--- config.mk ---
export PLATFORM = sky130hd
export DESIGN_NAME = gb_cpu_interrupt_ctrl
export DESIGN_NICKNAME = d
export VERILOG_FILES = /design/src/rtl/gb_cpu_interrupt_ctrl.sv
export SDC_FILE = /design/constraint.sdc
export NUM_CORES = 1
export LEC_CHECK = 0
export BUFFER_PORTS_ARGS = -buffer_cell sky130_fd_sc_hd__buf_2
export CAP_MARGIN = 40
export CORE_MARGIN = 5
export CORE_UTILIZATION = 49
export DETAILED_ROUTE_END_ITERATION = 16
export GPL_ROUTABILITY_DRIVEN = 0
export MAX_ROUTING_LAYER = met4
export PLACE_DENSITY = 0.84
export RECOVER_POWER = 50
export SETUP_SLACK_MARGIN = 0.15
export SLEW_MARGIN = 0
export SYNTH_ARGS = -nofsm -noshare
export SYNTH_HDL_FRONTEND = slang
export SYNTH_SLANG_ARGS = --single-unit
--- constraint.sdc ---
create_clock -name clk -period 4.11 [get_ports clk]
set_input_delay 0.411 -clock clk [delete_from_list [all_inputs] [get_ports clk]]
set_output_delay 0.411 -clock clk [all_outputs]
set_load 0.02 [all_outputs]
--- src/rtl/gb_cpu_interrupt_ctrl.sv ---
// gb_cpu_interrupt_ctrl: IF/IE/IME interrupt controller serving scheduler dispatch strobes, bus reads/writes and HALT wake
module gb_cpu_interrupt_ctrl (
  input  logic        clk,
  input  logic        reset,
  input  logic        instr_boundary,
  input  logic        enable_interrupts,
  input  logic        disable_interrupts,
  input  logic        write_interrupt_vector,
  input  logic        clear_interrupt_flag,
  input  logic [4:0]  irq_req,
  input  logic [15:0] reg_addr,
  input  logic [7:0]  reg_wdata,
  input  logic        reg_wren,
  output logic [7:0]  reg_rdata,
  output logic        interrupt_queued,
  output logic [7:0]  int_vector,
  output logic        ime,
  output logic        wake
);
  typedef enum logic [1:0] {OFF, PEND, ON} state_t;
  state_t state;
  logic [4:0] if_r, pending, if_base, if_clr;
  logic [7:0] ie_r;
  logic [2:0] disp_idx, win;
  logic disp_valid;
  assign pending = ie_r[4:0] & if_r;
  assign win = pending[0] ? 3'd0 : pending[1] ? 3'd1 : pending[2] ? 3'd2 : pending[3] ? 3'd3 : 3'd4;
  assign if_base = (reg_wren && reg_addr == 16'hFF0F) ? reg_wdata[4:0] : if_r;
  assign if_clr = (clear_interrupt_flag && disp_valid) ? if_base & ~(5'd1 << disp_idx) : if_base;
  assign reg_rdata = reg_addr == 16'hFF0F ? {3'b111, if_r} : reg_addr == 16'hFFFF ? ie_r : 8'h00;
  assign wake = |pending;
  assign ime = state == ON;
  assign interrupt_queued = ime && wake;
  always_ff @(posedge clk) begin
    if (reset) begin
      state      <= OFF;
      if_r       <= 5'd0;
      ie_r       <= 8'd0;
      int_vector <= 8'd0;
      disp_valid <= 1'b0;
      disp_idx   <= 3'd0;
    end else begin
      if_r <= if_clr | irq_req;
      if (reg_wren && reg_addr == 16'hFFFF) ie_r <= reg_wdata;
      if (disable_interrupts || write_interrupt_vector) state <= OFF;
      else if (enable_interrupts && state == OFF) state <= PEND;
      else if (state == PEND && instr_boundary) state <= ON;
      if (write_interrupt_vector) begin
        disp_valid <= |pending;
        disp_idx   <= win;
        int_vector <= |pending ? {2'b01, win, 3'b000} : 8'h00;
      end else if (clear_interrupt_flag) disp_valid <= 1'b0;
    end
  end
endmodule

==> impl_metrics.toml, run 1 <==
[outcome]
outcome = "finished clean"

[yosys]
dominantRegCellSynth = "dfxtp_1"
yosys_warnings = 0
yosysSeqAreaShare_pct = 39.1
yosys.area.top_type = "dfxtp_1"
yosysTopAreaCellShare_pct = 39.1
synthDistinctLibCells = 36
synth_cells = 142
syn_area_per_cell_um2 = 8.29
yosys-top-cells-area = "dfxtp_1 (39%), a21oi_1 (5.1%), nand3_1 (5.1%), a21o_1 (5.1%), nand2_1 (4.1%)"
synth_seq_cells = 23
synth_area_um2 = 1180
synth_edf_count = 0
async_flop_share_pct = 0

[floorplanning]
core_area_um2 = 2250
start_util_pct = 52.2
ios = 56
rows = 17
dieHeight_um = 59.0
die_x_um = 59.0
die-area_um2 = 3480

[setup_path]
start_kind = "input port"
cpPeakStageDelay_ns = 0.72
crit_type = "in2out"
cp_cell_sequence = "buf_2, or4_4, nor4_2, a22o_1, buf_2"
crit_arrival_ns = 2.24
critPathSlowestCell = "nor4_2"
path_common_cell = "buf_2"
path_max_fanout = 8
end_kind = "primary output"
worstPathRequired_ns = 3.70

[layout]
final_layout_size_suffix_gt1_share_pct = 26.9
antennaDiodeCount = 0
nNetsFinal = 231
area_delta_synth_final_pct = 23.6
fill_cells = 214

[drt]
via_count = 1355
drtIter0Drc = 110
avgViaCountPerCell = 6.13
wl_um = 3550
firstDrtPassIters = 5
ant_nets = 0
avgRoutedWirePerCell_um = 16.1
drc = 0

[cts]
cts.htree.levels = 1
cts_resized = 0
clkSinkCount = 23
worstSkewPairLatency_ns = 0.32
numCtsBuffers = 3
clock_path_buffers = 2
clkTransAtPathRegs_ns = 0.13
cts_tree = "done"
cts_root_buffer = "clkbuf_4"
post_cts_buffers = 0
postCtsHoldBufs = 0

[timing]
post-route-min-period_ns = 2.65
layout_worst_path_cycle_share_pct = 64.4
skew_ns = 0.00343
tns_ns = 0
maxSlewHeadroom_pct = 48.0
hold_violations = 0
slew_viol_final = 0
fin_ws_ns = 1.46
tightest_slew_ns = 0.774
finalSetupViolCount = 0
max_freq_ghz = 0.378
rsz0062_at_grt = "no"

[grt]
grt_pass1_wl_um = 5780
grt_overflow = 0
grt_pass1_vias = 1273
track_usage_pct = 22.1
grt_max_degree = 16
antenna_found_initial = 0

[pwr]
pwr_density_cell_nw_per_um2 = 270
p_leak_uw = 0.000669
peakVddDrop_v = 0.000274

[run]
max_cap_violations = 0

[placed_design]
io_buffers = 51
place_hpwl_um = 2750
dpl_worst_slack_ns = 1.50

[worst_hold_path]
holdCritPathClass = "in2reg"
[per-layer routing]
metal	track usage [%]	part of all wire [%]
met1	26.8	38
met2	35.3	49
met3	6.32	10
met4	7.12	3.0
met5	-	0
[where the power goes]
group	switching, µW	internal (µW)
logic	26.6	20.5
registers	7.72	229
clock network	72.4	36.5
total	107	286
[path summary, 6_finish.rpt]
path	slack, ns	to	cells after the start	startpoint
setup / recovery	1.46	reg_rdata[3]	5	reg_addr[4]
hold / removal	0.29	state[0]	2	instr_boundary
setup reg to reg	2.77	disp_valid	5	if_r[3]
hold reg to reg	0.48	int_vector[4]	1	int_vector[4]
[worst max-delay path, delay by kind of cell]
family | cells | cell delay (ns)
buf+inv | 2 | 0.28
compound gates | 1 | 0.27
simple gates | 2 | 1.27
[synthesized netlist by cell type (2+ instances only)]
master / instances
nor4b_1: 2
buf_4: 4
nand2_1: 13
a21o_1: 8
nand4_1: 6
a21oi_1: 12
a22o_1: 5
dfxtp_1: 23
inv_1: 7
nand3_1: 12
nor2_1: 7
nor3b_1: 2
o21ai_0: 8
nor4_1: 3
a221o_1: 2
clkbuf_1: 5
and3_1: 2
o2111ai_1: 2
or4_4: 2
[state kept, by name, indices dropped and copies added (netlist names)]
| signal | cells |
|---|---|
| int_vector | 4 |
| if_r | 5 |
| state | 2 |
| disp_idx | 3 |
| disp_valid | 1 |
| ie_r | 8 |
[area by class of cell]
cell class | instances | area (µm²) | area share (%)
Clock inverter | 1 | 5.00 | 0.344
Tap cell | 28 | 35.0 | 2.41
Clock buffer | 3 | 22.5 | 1.55
Sequential cell | 23 | 460 | 31.6
Timing Repair Buffer | 53 | 256 | 17.6
Multi-Input combinational cell | 106 | 649 | 44.6
Inverter | 7 | 26.3 | 1.81
[logic make-up after synthesis]
family | count (synthesis) | share of synthesized area [%]
other | 1 | 0.319
AO/OA/AOI/OAI | 46 | 27.2
AND/OR/NAND/NOR | 56 | 27.0
buffers and inverters | 16 | 6.38
flip-flops | 23 | 39.1
[per-stage QoR]
| stage | cells | hold slack (ns) | util [%] | area (µm²) | total power [µW] |
|---|---|---|---|---|---|
| 5_1_grt | 221 | 0.289 | 64.5 | 1460 | 413 |
| 2_1_floorplan | 145 | 0.437 | - | 1190 | 265 |
| 3_3_place_gp | 215 | 0.433 | 63.4 | 1430 | 285 |
| 4_1_cts | 221 | 0.293 | 65.1 | 1470 | 393 |
| 6_report | 221 | 0.290 | 64.5 | 1460 | 393 |
| 3_5_place_dp | 217 | 0.446 | 63.9 | 1440 | 287 |
[placed cells by master (no fill, tap or decap), types with 2 or more instances in the layout]
cell / count
a21o_1: 8
a21oi_1: 12
a221o_1: 2
a22o_1: 5
and3_1: 2
buf_2: 46
clkbuf_1: 7
clkbuf_4: 3
conb_1: 4
dfxtp_1: 23
inv_1: 7
nand2_1: 13
nand3_1: 12
nand4_1: 6
nor2_1: 7
nor3b_1: 2
nor4_1: 3
nor4b_1: 2
o2111ai_1: 2
o21ai_0: 8
or4_1: 2
No activity file was read; power rests on OpenSTA's default activity.
==> run 2, diff against run 1 <==
Settings changed: CORE_UTILIZATION 49 to 45, PLACE_DENSITY 0.84 to 0.78.
Clock period 4.11 ns to 2.55 ns, I/O delays scaled along.
==> run 2 against run 1 <==
Total power increased by 62%. Final cell count increased by 1.4%. Combinational power increased by 61%. Global-route usage decreased by 1.8 points. Critical path depth increased by 1. Sequential power increased by 61%. Flip-flop and latch count unchanged. Largest cell class unchanged. Highest routed layer unchanged.
==> impl_metrics.toml, run 2 (synthesized netlist as in run 1, its figures left out) <==
[outcome]
outcome = "finished clean"

[setup_path]
worstPathRequired_ns = 2.30
crit_family = "simple AND/OR/NAND/NOR gates"
crit_type = "in2out"
cp_cell_sequence = "buf_2, or4_4, nor4_2, buf_4, a22o_1, buf_2"
r2r-start = "disp_idx[2]"
path_max_fanout = 8
crit_arrival_ns = 1.71
end_kind = "primary output"
path_common_cell = "buf_2"
start_kind = "input port"
critPathSlowestCell = "or4_4"
critPathLaunch = "reg_addr[4]"
critPathBufInv = 3
cpPeakStageDelay_ns = 0.55

[drt]
met1_length_um = 1390
wl_met3_um = 309
wl_met2_um = 1720
top_layer_used = "met4"
drc = 0
wl_um = 3470
via_count = 1321
avgViaCountPerCell = 5.90
avgRoutedWirePerCell_um = 15.5
drtIter0Drc = 83
firstDrtPassIters = 4
ant_nets = 0

[grt]
grt_pass1_wl_um = 5610
grt_pass1_vias = 1295
grt_max_degree = 16
antenna_found_initial = 0
track_usage_pct = 20.3
grt_overflow = 0

[cts]
clock_path_buffers = 2
postCtsHoldBufs = 0
post_cts_buffers = 0
cts_resized = 0
clkSinkCount = 23
cts.htree.levels = 1
cts_root_buffer = "clkbuf_4"
cts_tree = "done"
numCtsBuffers = 3
worstSkewPairLatency_ns = 0.32
clkTransAtPathRegs_ns = 0.13

[floorplanning]
die-area_um2 = 3740
die_x_um = 61.2
start_util_pct = 47.1
core_area_um2 = 2500
rows = 18
dieHeight_um = 61.2
ios = 56

[pwr]
netSwitchingFraction_pct = 27.2
peakVddDrop_v = 0.000420
p_sw_uw = 172
p_leak_uw = 0.000675
internal_power_uw = 463
p_clk_share_pct = 28.1
p_seq_share_pct = 60.0
comb_power_share_pct = 11.9
pwr_density_cell_nw_per_um2 = 430

[timing]
skew_ns = 0.00340
tns_ns = 0
rsz0062_at_grt = "no"
post-route-min-period_ns = 1.96
hold_violations = 0
max_freq_ghz = 0.509
slew_viol_final = 0
finalSetupViolCount = 0
layout_worst_path_cycle_share_pct = 77.0
tightest_slew_ns = 0.660
maxSlewHeadroom_pct = 56.0

[layout]
nNetsFinal = 232
top_register = "ie_r"
final_common_cell = "buf_2"
final_cell_mix = "buf_2 (45), dfxtp_1 (23), nand2_1 (13), nand3_1 (12), a21oi_1 (12)"
final_layout_size_suffix_gt1_share_pct = 28.4
reg_top3 = "ie_r (8), if_r (5), int_vector (4)"
largest_register_ffs = 8
final_cells = 224
area_delta_synth_final_pct = 25.5
antennaDiodeCount = 0

[worst_hold_path]
holdCritPathClass = "in2reg"
worstHoldStart = "instr_boundary"

[placed_design]
placed_cells = 220
io_buffers = 51
place_hpwl_um = 2680

[run]
max_cap_violations = 0
-- run 2: changes by cell type in the layout (fill, tap and decap cells not counted) --
cell,change
buf_4,+3
buf_2,-1
clkbuf_1,-1
clkinv_2,-1
clkinvlp_4,+1
or4_1,-1
or4_4,+1
-- run 2: worst paths after layout --
path	endpoint	slack (ns)	cells past startpoint
worst min-delay path	state[0]	0.13	2
worst min register to register	int_vector[4]	0.47	1
worst max-delay path	reg_rdata[3]	0.59	6
worst max register to register	if_r[1]	1.21	4
-- run 2: routing by layer --
layer  vias to the layer above  track usage (%)
li1                        641                -
met1                       617             25.8
met2                        55             31.6
met3                         8             3.98
met4                         0             8.05
met5                         -                -
-- run 2: power groups by stage --
| stage | combinational (µW) | clock (µW) | sequential (µW) |
|---|---|---|---|
| floorplan | 41.3 | 0 | 385 |
| global placement | 71.6 | 0 | 388 |
| detailed placement | 74.5 | 0 | 388 |
| CTS | 75.1 | 182 | 381 |
| global route | 83.3 | 199 | 383 |
| finish | 75.5 | 178 | 381 |
-- run 2: area by class of cell --
class	count	area, µm²
clock buffers	3	22.5
fillers	226	1020
inverters	7	26.3
multi-input cells	106	653
flip-flops and latches	23	460
repair buffers	54	270
clock inverters	1	7.51
well taps	30	37.5
-- run 2: through the flow --
step	hold slack (ns)	power, µW	util, %	worst slack [ns]	area (µm²)
floorplan	0.372	426	-	0.625	1190
CTS	0.129	637	59.4	0.593	1490
global route	0.122	665	59.1	0.537	1480
finish	0.130	635	59.1	0.586	1480
detailed placement	0.438	463	58.2	0.542	1460
global placement	0.432	459	58.2	0.585	1460
-- run 2: worst reg2reg max path: stages, from the launching register on --
cell and delay [ns]:
dfxtp_1 0.41, and3b_1 0.20, nor3b_1 0.16, a2111o_1 0.39, o311ai_0 0.09
